--- src/rtl/fpu_mem_dma.sv ---
// Chunk transfer engine between main memory and the FPU row buffers.
// One read slot and one write slot; reads win when both are waiting.
module fpu_mem_dma #(
  parameter int unsigned COL_WIDTH        = 10,
  parameter int unsigned MEM_BUFFER_WIDTH = 512,
  parameter int unsigned WORDS            = MEM_BUFFER_WIDTH / 4,
  parameter int unsigned RW               = $clog2(COL_WIDTH),
  parameter int unsigned WW               = $clog2(WORDS)
) (
  input  logic          clk,
  input  logic          rst_n,
  input  logic          request_read,
  input  logic [31:0]   read_address,
  input  logic          request_write,
  input  logic [31:0]   write_address,
  input  logic [17:0]   row_stride,
  output logic          making_request,
  output logic          overflow,
  output logic          mem_req,
  output logic          mem_we,
  output logic [31:0]   mem_addr,
  output logic [31:0]   mem_wdata,
  input  logic          mem_ack,
  input  logic          mem_rvalid,
  input  logic [31:0]   mem_rdata,
  output logic          rdbuf_we,
  output logic [RW-1:0] rdbuf_row,
  output logic [WW-1:0] rdbuf_word,
  output logic [31:0]   rdbuf_wdata,
  output logic          wrbuf_re,
  output logic [RW-1:0] wrbuf_row,
  output logic [WW-1:0] wrbuf_word,
  input  logic [31:0]   wrbuf_rdata
);

  typedef enum logic [2:0] {StIdle, StRdReq, StRdWait, StWrFetch, StWrReq} state_e;

  localparam logic [RW-1:0] LastRow  = RW'(COL_WIDTH - 1);
  localparam logic [WW-1:0] LastWord = WW'(WORDS - 1);

  state_e        state_q, state_d;
  logic          rd_pend_q, rd_pend_d, wr_pend_q, wr_pend_d;
  logic [31:0]   rd_base_q, rd_base_d, wr_base_q, wr_base_d;
  logic [17:0]   rd_stride_q, rd_stride_d, wr_stride_q, wr_stride_d;
  logic [RW-1:0] r_q, r_d;
  logic [WW-1:0] w_q, w_d;
  logic [31:0]   row_base_q, row_base_d, stride_q, stride_d;
  logic          mem_req_q, mem_req_d, mem_we_q, mem_we_d;
  logic [31:0]   mem_addr_q, mem_addr_d, wdata_q, wdata_d;
  logic          wr_first_q, wr_first_d;
  logic          wrbuf_re_q, wrbuf_re_d;
  logic [RW-1:0] wrbuf_row_q, wrbuf_row_d;
  logic [WW-1:0] wrbuf_word_q, wrbuf_word_d;
  logic          overflow_q, overflow_d, making_request_q, making_request_d;

  logic          last_word, last_pos, rd_act, wr_act, rd_done, wr_done;
  logic          rd_ovf, wr_ovf, rd_take, wr_take, eff_rd_pend, eff_wr_pend;
  logic [31:0]   eff_rd_base, eff_wr_base;
  logic [17:0]   eff_rd_stride, eff_wr_stride;
  logic [RW-1:0] nxt_r;
  logic [WW-1:0] nxt_w;
  logic [31:0]   nxt_base, nxt_addr;
  logic          start_rd, start_wr;

  assign last_word = (w_q == LastWord);
  assign last_pos  = last_word && (r_q == LastRow);
  assign nxt_w     = last_word ? '0 : w_q + WW'(1);
  assign nxt_r     = last_word ? r_q + RW'(1) : r_q;
  assign nxt_base  = last_word ? row_base_q + stride_q : row_base_q;
  assign nxt_addr  = nxt_base + (32'(nxt_w) << 2);

  assign rd_act  = (state_q == StRdReq) || (state_q == StRdWait);
  assign wr_act  = (state_q == StWrFetch) || (state_q == StWrReq);
  assign rd_done = (state_q == StRdWait) && mem_rvalid && last_pos;
  assign wr_done = (state_q == StWrReq) && mem_ack && last_pos;

  // A same-type request landing in the transfer's final cycle is accepted, not dropped.
  assign rd_ovf  = request_read && (rd_pend_q || (rd_act && !rd_done));
  assign wr_ovf  = request_write && (wr_pend_q || (wr_act && !wr_done));
  assign rd_take = request_read && !rd_ovf;
  assign wr_take = request_write && !wr_ovf;

  assign eff_rd_pend   = rd_pend_q || rd_take;
  assign eff_wr_pend   = wr_pend_q || wr_take;
  assign eff_rd_base   = rd_take ? read_address : rd_base_q;
  assign eff_wr_base   = wr_take ? write_address : wr_base_q;
  assign eff_rd_stride = rd_take ? row_stride : rd_stride_q;
  assign eff_wr_stride = wr_take ? row_stride : wr_stride_q;

  always_comb begin
    state_d      = state_q;
    rd_pend_d    = rd_pend_q;
    wr_pend_d    = wr_pend_q;
    rd_base_d    = rd_base_q;
    wr_base_d    = wr_base_q;
    rd_stride_d  = rd_stride_q;
    wr_stride_d  = wr_stride_q;
    r_d          = r_q;
    w_d          = w_q;
    row_base_d   = row_base_q;
    stride_d     = stride_q;
    mem_req_d    = mem_req_q;
    mem_we_d     = mem_we_q;
    mem_addr_d   = mem_addr_q;
    wdata_d      = wdata_q;
    wr_first_d   = 1'b0;
    wrbuf_re_d   = 1'b0;
    wrbuf_row_d  = wrbuf_row_q;
    wrbuf_word_d = wrbuf_word_q;
    overflow_d   = overflow_q | rd_ovf | wr_ovf;
    start_rd     = 1'b0;
    start_wr     = 1'b0;

    if (rd_take) begin
      rd_pend_d   = 1'b1;
      rd_base_d   = read_address;
      rd_stride_d = row_stride;
    end
    if (wr_take) begin
      wr_pend_d   = 1'b1;
      wr_base_d   = write_address;
      wr_stride_d = row_stride;
    end

    unique case (state_q)
      StIdle: begin
        if (eff_rd_pend)      start_rd = 1'b1;
        else if (eff_wr_pend) start_wr = 1'b1;
      end
      StRdReq: begin
        if (mem_ack) begin
          state_d   = StRdWait;
          mem_req_d = 1'b0;
        end
      end
      StRdWait: begin
        if (mem_rvalid) begin
          if (last_pos) begin
            if (eff_wr_pend) start_wr = 1'b1;
            else             state_d  = StIdle;
          end else begin
            r_d        = nxt_r;
            w_d        = nxt_w;
            row_base_d = nxt_base;
            mem_addr_d = nxt_addr;
            mem_req_d  = 1'b1;
            state_d    = StRdReq;
          end
        end
      end
      StWrFetch: begin
        state_d    = StWrReq;
        mem_req_d  = 1'b1;
        mem_we_d   = 1'b1;
        wr_first_d = 1'b1;
      end
      StWrReq: begin
        if (wr_first_q) wdata_d = wrbuf_rdata;
        if (mem_ack) begin
          mem_req_d = 1'b0;
          mem_we_d  = 1'b0;
          if (last_pos) begin
            if (eff_rd_pend) start_rd = 1'b1;
            else             state_d  = StIdle;
          end else begin
            r_d          = nxt_r;
            w_d          = nxt_w;
            row_base_d   = nxt_base;
            mem_addr_d   = nxt_addr;
            wrbuf_re_d   = 1'b1;
            wrbuf_row_d  = nxt_r;
            wrbuf_word_d = nxt_w;
            state_d      = StWrFetch;
          end
        end
      end
      default: state_d = StIdle;
    endcase

    if (start_rd) begin
      state_d    = StRdReq;
      rd_pend_d  = 1'b0;
      r_d        = '0;
      w_d        = '0;
      row_base_d = eff_rd_base;
      stride_d   = {14'd0, eff_rd_stride};
      mem_req_d  = 1'b1;
      mem_we_d   = 1'b0;
      mem_addr_d = eff_rd_base;
    end
    if (start_wr) begin
      state_d      = StWrFetch;
      wr_pend_d    = 1'b0;
      r_d          = '0;
      w_d          = '0;
      row_base_d   = eff_wr_base;
      stride_d     = {14'd0, eff_wr_stride};
      mem_req_d    = 1'b0;
      mem_we_d     = 1'b0;
      mem_addr_d   = eff_wr_base;
      wrbuf_re_d   = 1'b1;
      wrbuf_row_d  = '0;
      wrbuf_word_d = '0;
    end

    making_request_d = (state_d != StIdle) || rd_pend_d || wr_pend_d;
  end

  always_ff @(posedge clk or negedge rst_n) begin
    if (!rst_n) begin
      state_q          <= StIdle;
      rd_pend_q        <= 1'b0;
      wr_pend_q        <= 1'b0;
      rd_base_q        <= '0;
      wr_base_q        <= '0;
      rd_stride_q      <= '0;
      wr_stride_q      <= '0;
      r_q              <= '0;
      w_q              <= '0;
      row_base_q       <= '0;
      stride_q         <= '0;
      mem_req_q        <= 1'b0;
      mem_we_q         <= 1'b0;
      mem_addr_q       <= '0;
      wdata_q          <= '0;
      wr_first_q       <= 1'b0;
      wrbuf_re_q       <= 1'b0;
      wrbuf_row_q      <= '0;
      wrbuf_word_q     <= '0;
      overflow_q       <= 1'b0;
      making_request_q <= 1'b0;
    end else begin
      state_q          <= state_d;
      rd_pend_q        <= rd_pend_d;
      wr_pend_q        <= wr_pend_d;
      rd_base_q        <= rd_base_d;
      wr_base_q        <= wr_base_d;
      rd_stride_q      <= rd_stride_d;
      wr_stride_q      <= wr_stride_d;
      r_q              <= r_d;
      w_q              <= w_d;
      row_base_q       <= row_base_d;
      stride_q         <= stride_d;
      mem_req_q        <= mem_req_d;
      mem_we_q         <= mem_we_d;
      mem_addr_q       <= mem_addr_d;
      wdata_q          <= wdata_d;
      wr_first_q       <= wr_first_d;
      wrbuf_re_q       <= wrbuf_re_d;
      wrbuf_row_q      <= wrbuf_row_d;
      wrbuf_word_q     <= wrbuf_word_d;
      overflow_q       <= overflow_d;
      making_request_q <= making_request_d;
    end
  end

  assign making_request = making_request_q;
  assign overflow       = overflow_q;
  assign mem_req        = mem_req_q;
  assign mem_we         = mem_we_q;
  assign mem_addr       = mem_addr_q;
  // Sync write buffer delivers data in the first request cycle; hold it from then on.
  assign mem_wdata      = wr_first_q ? wrbuf_rdata : wdata_q;
  assign wrbuf_re       = wrbuf_re_q;
  assign wrbuf_row      = wrbuf_row_q;
  assign wrbuf_word     = wrbuf_word_q;

  assign rdbuf_we    = (state_q == StRdWait) && mem_rvalid;
  assign rdbuf_row   = rdbuf_we ? r_q : '0;
  assign rdbuf_word  = rdbuf_we ? w_q : '0;
  assign rdbuf_wdata = rdbuf_we ? mem_rdata : '0;

endmodule

--- config.mk ---
export PLATFORM = sky130hd
export DESIGN_NAME = fpu_mem_dma
export DESIGN_NICKNAME = d
export VERILOG_FILES = /design/src/rtl/fpu_mem_dma.sv
export SDC_FILE = /design/constraint.sdc
export NUM_CORES = 1
export LEC_CHECK = 0
export CORE_AREA = 2 2 183 140
export CTS_CLUSTER_DIAMETER = 100
export DETAILED_ROUTE_END_ITERATION = 10
export DIE_AREA = 0 0 185 142
export PLACE_DENSITY = 0.81
export SLEW_MARGIN = 25
export SYNTH_ARGS = -nofsm -noshare
export SYNTH_HDL_FRONTEND = slang
export SYNTH_SLANG_ARGS = --single-unit
--- constraint.sdc ---
create_clock -name clk -period 9.75 [get_ports clk]
set_input_delay 1.95 -clock clk [delete_from_list [all_inputs] [get_ports clk]]
set_output_delay 1.95 -clock clk [all_outputs]
set_load 0.03 [all_outputs]
==> impl_metrics.env <==
export IMPL_status="finished clean"
export IMPL_ys_seq_area_share_pct=45.39
export IMPL_ant_nets=0
export IMPL_finalCritPeriodShare_pct=63.53
export IMPL_setup_violations=0
export IMPL_rows=50
export IMPL_hold_ws_ns=0.4677
export IMPL_nets=1817
export IMPL_gp_congestion=0.9325
export IMPL_fin_tns_setup_ns=0
export IMPL_final_max_slew_viol_count=0
export IMPL_fin_cells=1991
export IMPL_crit_type="in -> reg"
export IMPL_drc=0
export IMPL_clock_latency_ns=0.52
export IMPL_setup_slack_ns=3.556
export IMPL_synth_compound_gate_area_share_pct=16.39
export IMPL_ys_ff_latch=245
export IMPL_synth_edff_count=0
export IMPL_synth_top_family_by_area="simple AND/OR/NAND/NOR gates"
export IMPL_yosys_warnings=0
export IMPL_leakage_uw=0.007434
export IMPL_syn_inst=1397
export IMPL_cts_tree="built"
export IMPL_yosys_area_share_simple_pct=17.15
export IMPL_dp_slack_ns=3.104
export IMPL_die_area_um2=26270
export IMPL_dp_cells=1945
export IMPL_viasPerCell=5.868
export IMPL_grt_pass1_vias=11622
export IMPL_grtUsageTotal_pct=29.30
export IMPL_worstPathRequired_ns=10.16
export IMPL_grt_setup_unrepaired="no"
export IMPL_numCtsBuffers=25
export IMPL_overflow=0
export IMPL_max_stage_delay_ns=0.66
export IMPL_postCtsSetupBuffers=0
export IMPL_cp_end_kind="register"
export IMPL_detailroute_via_count=11683
export IMPL_syn_to_final_growth_pct=28.59
export IMPL_initial_utilization_pct=55.08
export IMPL_drv_cap=0
export IMPL_syn_num_nets=1579
export IMPL_maxSlewHeadroom_pct=29.87
export IMPL_crit_family="buffers and inverters"
export IMPL_die_w_um=185
export IMPL_cts_resized_gates=0
export IMPL_core_um2=24520
export IMPL_r2r_slack_ns=4.31
export IMPL_antenna_found_initial=2
export IMPL_clk_pin_slew_ns=0.06
export IMPL_dp_hpwl_mm=27.39
export IMPL_synth_adder_area_share_pct=2.890
export IMPL_synth_xor_area_share_pct=2.908
export IMPL_drive_gt1_share_pct=14.05
export IMPL_drt_pass1_iter_count=8
export IMPL_cp_start_kind="input port"
export IMPL_crit_top_cell="buf_4"
export IMPL_cp_max_fo=70
export IMPL_synth_async_reset_ratio_pct=100.0
export IMPL_clockRootBuffer="clkbuf_16"
export IMPL_num_io_pins=276
export IMPL_hold_viol=0
export IMPL_worst_slew_pin_slew_ns=1.048
export IMPL_worstPathArrival_ns=6.60
export IMPL_drt_initial_drc_count=900
export IMPL_ir_drop_mv=0.2216
export IMPL_min_period_ns=6.194
export IMPL_synth_top_cell_area_share_pct=45.39
export IMPL_holdBufCountCts=0
export IMPL_wl_mm=38.76
export IMPL_yosys_mux_area_fraction_pct=11.87
export IMPL_die_h_um=142
export IMPL_power_uw=6375
export IMPL_fmax_ghz=0.1614
export IMPL_netlist_area_um2=13510
export IMPL_htreeDepth=1
export IMPL_grt_pass1_wl_mm=60.80
export IMPL_crit_buf_inv=5
export IMPL_ys_types=91
export IMPL_slowest_stage="buf_4"
export IMPL_synth_flop_cell="dfrtp_1"
export IMPL_hold_class="reg -> reg"
export IMPL_clock_path_buffers=3
export IMPL_n_fill_cell=1855
export IMPL_synth_largest_area_cell="dfrtp_1"
export IMPL_grt_max_degree=122
export IMPL_worstPathCellList="clkdlybuf4s50_1 -> nor4bb_4 -> buf_4 -> nor4b_1 -> a21o_1 -> nor2b_4 -> buf_4 -> nor2_4 -> buf_4 -> a221oi_4 -> buf_4 -> o221ai_1 -> nor2_1 -> nor2_1 -> o22a_1"
export IMPL_post_drt_wl_per_cell_um=19.47
export IMPL_ys_top_cells_by_area="dfrtp_1 45%, mux2_2 11%, nand2_1 7.0%"
export IMPL_finClkSkew_ns=0.01002
export IMPL_cts_sinks=245
export IMPL_io_buffers=275
export IMPL_powerDensity_nw_per_um2=367.0
export IMPL_syn_area_per_cell_um2=9.669
power by group:
group	internal (uW)	total (uW)	switching [uW]
sequential	1510	1790	286
clock	586	989	403
combinational	1430	3590	2160
cell usage after synthesis, drive strengths merged (6+ instances only):
cell      n
and2     53
or3       7
a22oi    18
o21ai   100
nand2   253
a31oi     9
a22o     11
nor3b     6
clkbuf   52
o211ai    9
nor2     81
xor2     22
o22ai     6
o21a     13
o31ai     9
ha       28
and3     11
nor3     20
a21o     12
mux2i    17
nand3    21
dfrtp   245
buf      28
a211oi   18
nand4    11
inv      28
a21oi    76
nand2b    6
xnor2    22
mux2    127
metrics by stage:
step,area (um2),util (%)
2_1_floorplan,13510,-
3_3_place_gp,16510,67.32
3_5_place_dp,16510,67.33
4_1_cts,17350,70.75
5_1_grt,17370,70.83
6_report,17370,70.83
worst min-delay path, delay by kind of cell (launching register included):
kind	cells	cell delay [ns]
DFF	1	0.34
and+or+nand+nor	2	0.10
layout by cell type, fill, tap and decap left out, drive strengths merged, types with 12 or more instances in the layout:
master | synthesis | final
a21o | 12 | 12
clkbuf | 52 | 33
o21a | 13 | 13
nand2 | 253 | 253
xnor2 | 22 | 22
dfrtp | 245 | 245
mux2 | 127 | 127
and2 | 53 | 53
o21ai | 100 | 100
xor2 | 22 | 22
ha | 28 | 28
mux2i | 17 | 17
buf | 28 | 17
nor3 | 20 | 20
inv | 28 | 28
nor2 | 81 | 81
nand3 | 21 | 21
a21oi | 76 | 76
clkdlybuf4s50 | 0 | 274
a211oi | 18 | 18
a22oi | 18 | 18
cell type report:
cell class | count | area (um2) | area share, %
diodes | 2 | 5.005 | 0.02881
clock buffers | 33 | 705.7 | 4.063
clock inverters | 10 | 132.6 | 0.7635
inverters | 28 | 105.1 | 0.6051
multi-input cells | 1044 | 6983 | 40.20
flip-flops and latches | 245 | 6131 | 35.29
well taps | 338 | 422.9 | 2.435
repair buffers | 291 | 2885 | 16.61
final timing paths:
| path | from | end | depth (start not counted) |
|---|---|---|---|
| setup / recovery | mem_rvalid | row_base_q[29] | 15 |
| setup reg to reg | w_q[0] | mem_addr[24] | 14 |
| max in group asynchronous | rst_n | rd_stride_q[5] | 2 |
| min in group asynchronous | rst_n | wr_base_q[26] | 1 |
| hold reg to reg | wdata_q[10] | wdata_q[10] | 2 |
| hold / removal | wdata_q[10] | wdata_q[10] | 2 |
routing by layer:
| layer | GRT usage [%] | wire, um | up-vias |
|---|---|---|---|
| li1 | - | - | 5428 |
| met5 | 0 | 0 | - |
| met2 | 48.16 | 17760 | 494 |
| met4 | 8.312 | 1082 | 0 |
| met3 | 7.114 | 3722 | 80 |
| met1 | 38.86 | 16200 | 5681 |
registers in the layout, indices dropped and copies added (netlist names), 3 cells and up, named ones only:
name         cells
mem_addr        30
r_q              4
rd_base_q       32
rd_stride_q     18
row_base_q      30
state_q          3
stride_q        18
w_q              7
wdata_q         32
wr_base_q       32
wr_stride_q     18
wrbuf_row        4
wrbuf_word       7
cells by family after synthesis:
group	Yosys count
adder cells (fa/ha/maj)	30
buffers and inverters	108
multiplexers	144
AO/OA/AOI/OAI	330
AND/OR/NAND/NOR	496
XOR/XNOR	44
flip-flops	245
No activity file was read; power rests on OpenSTA's default activity.
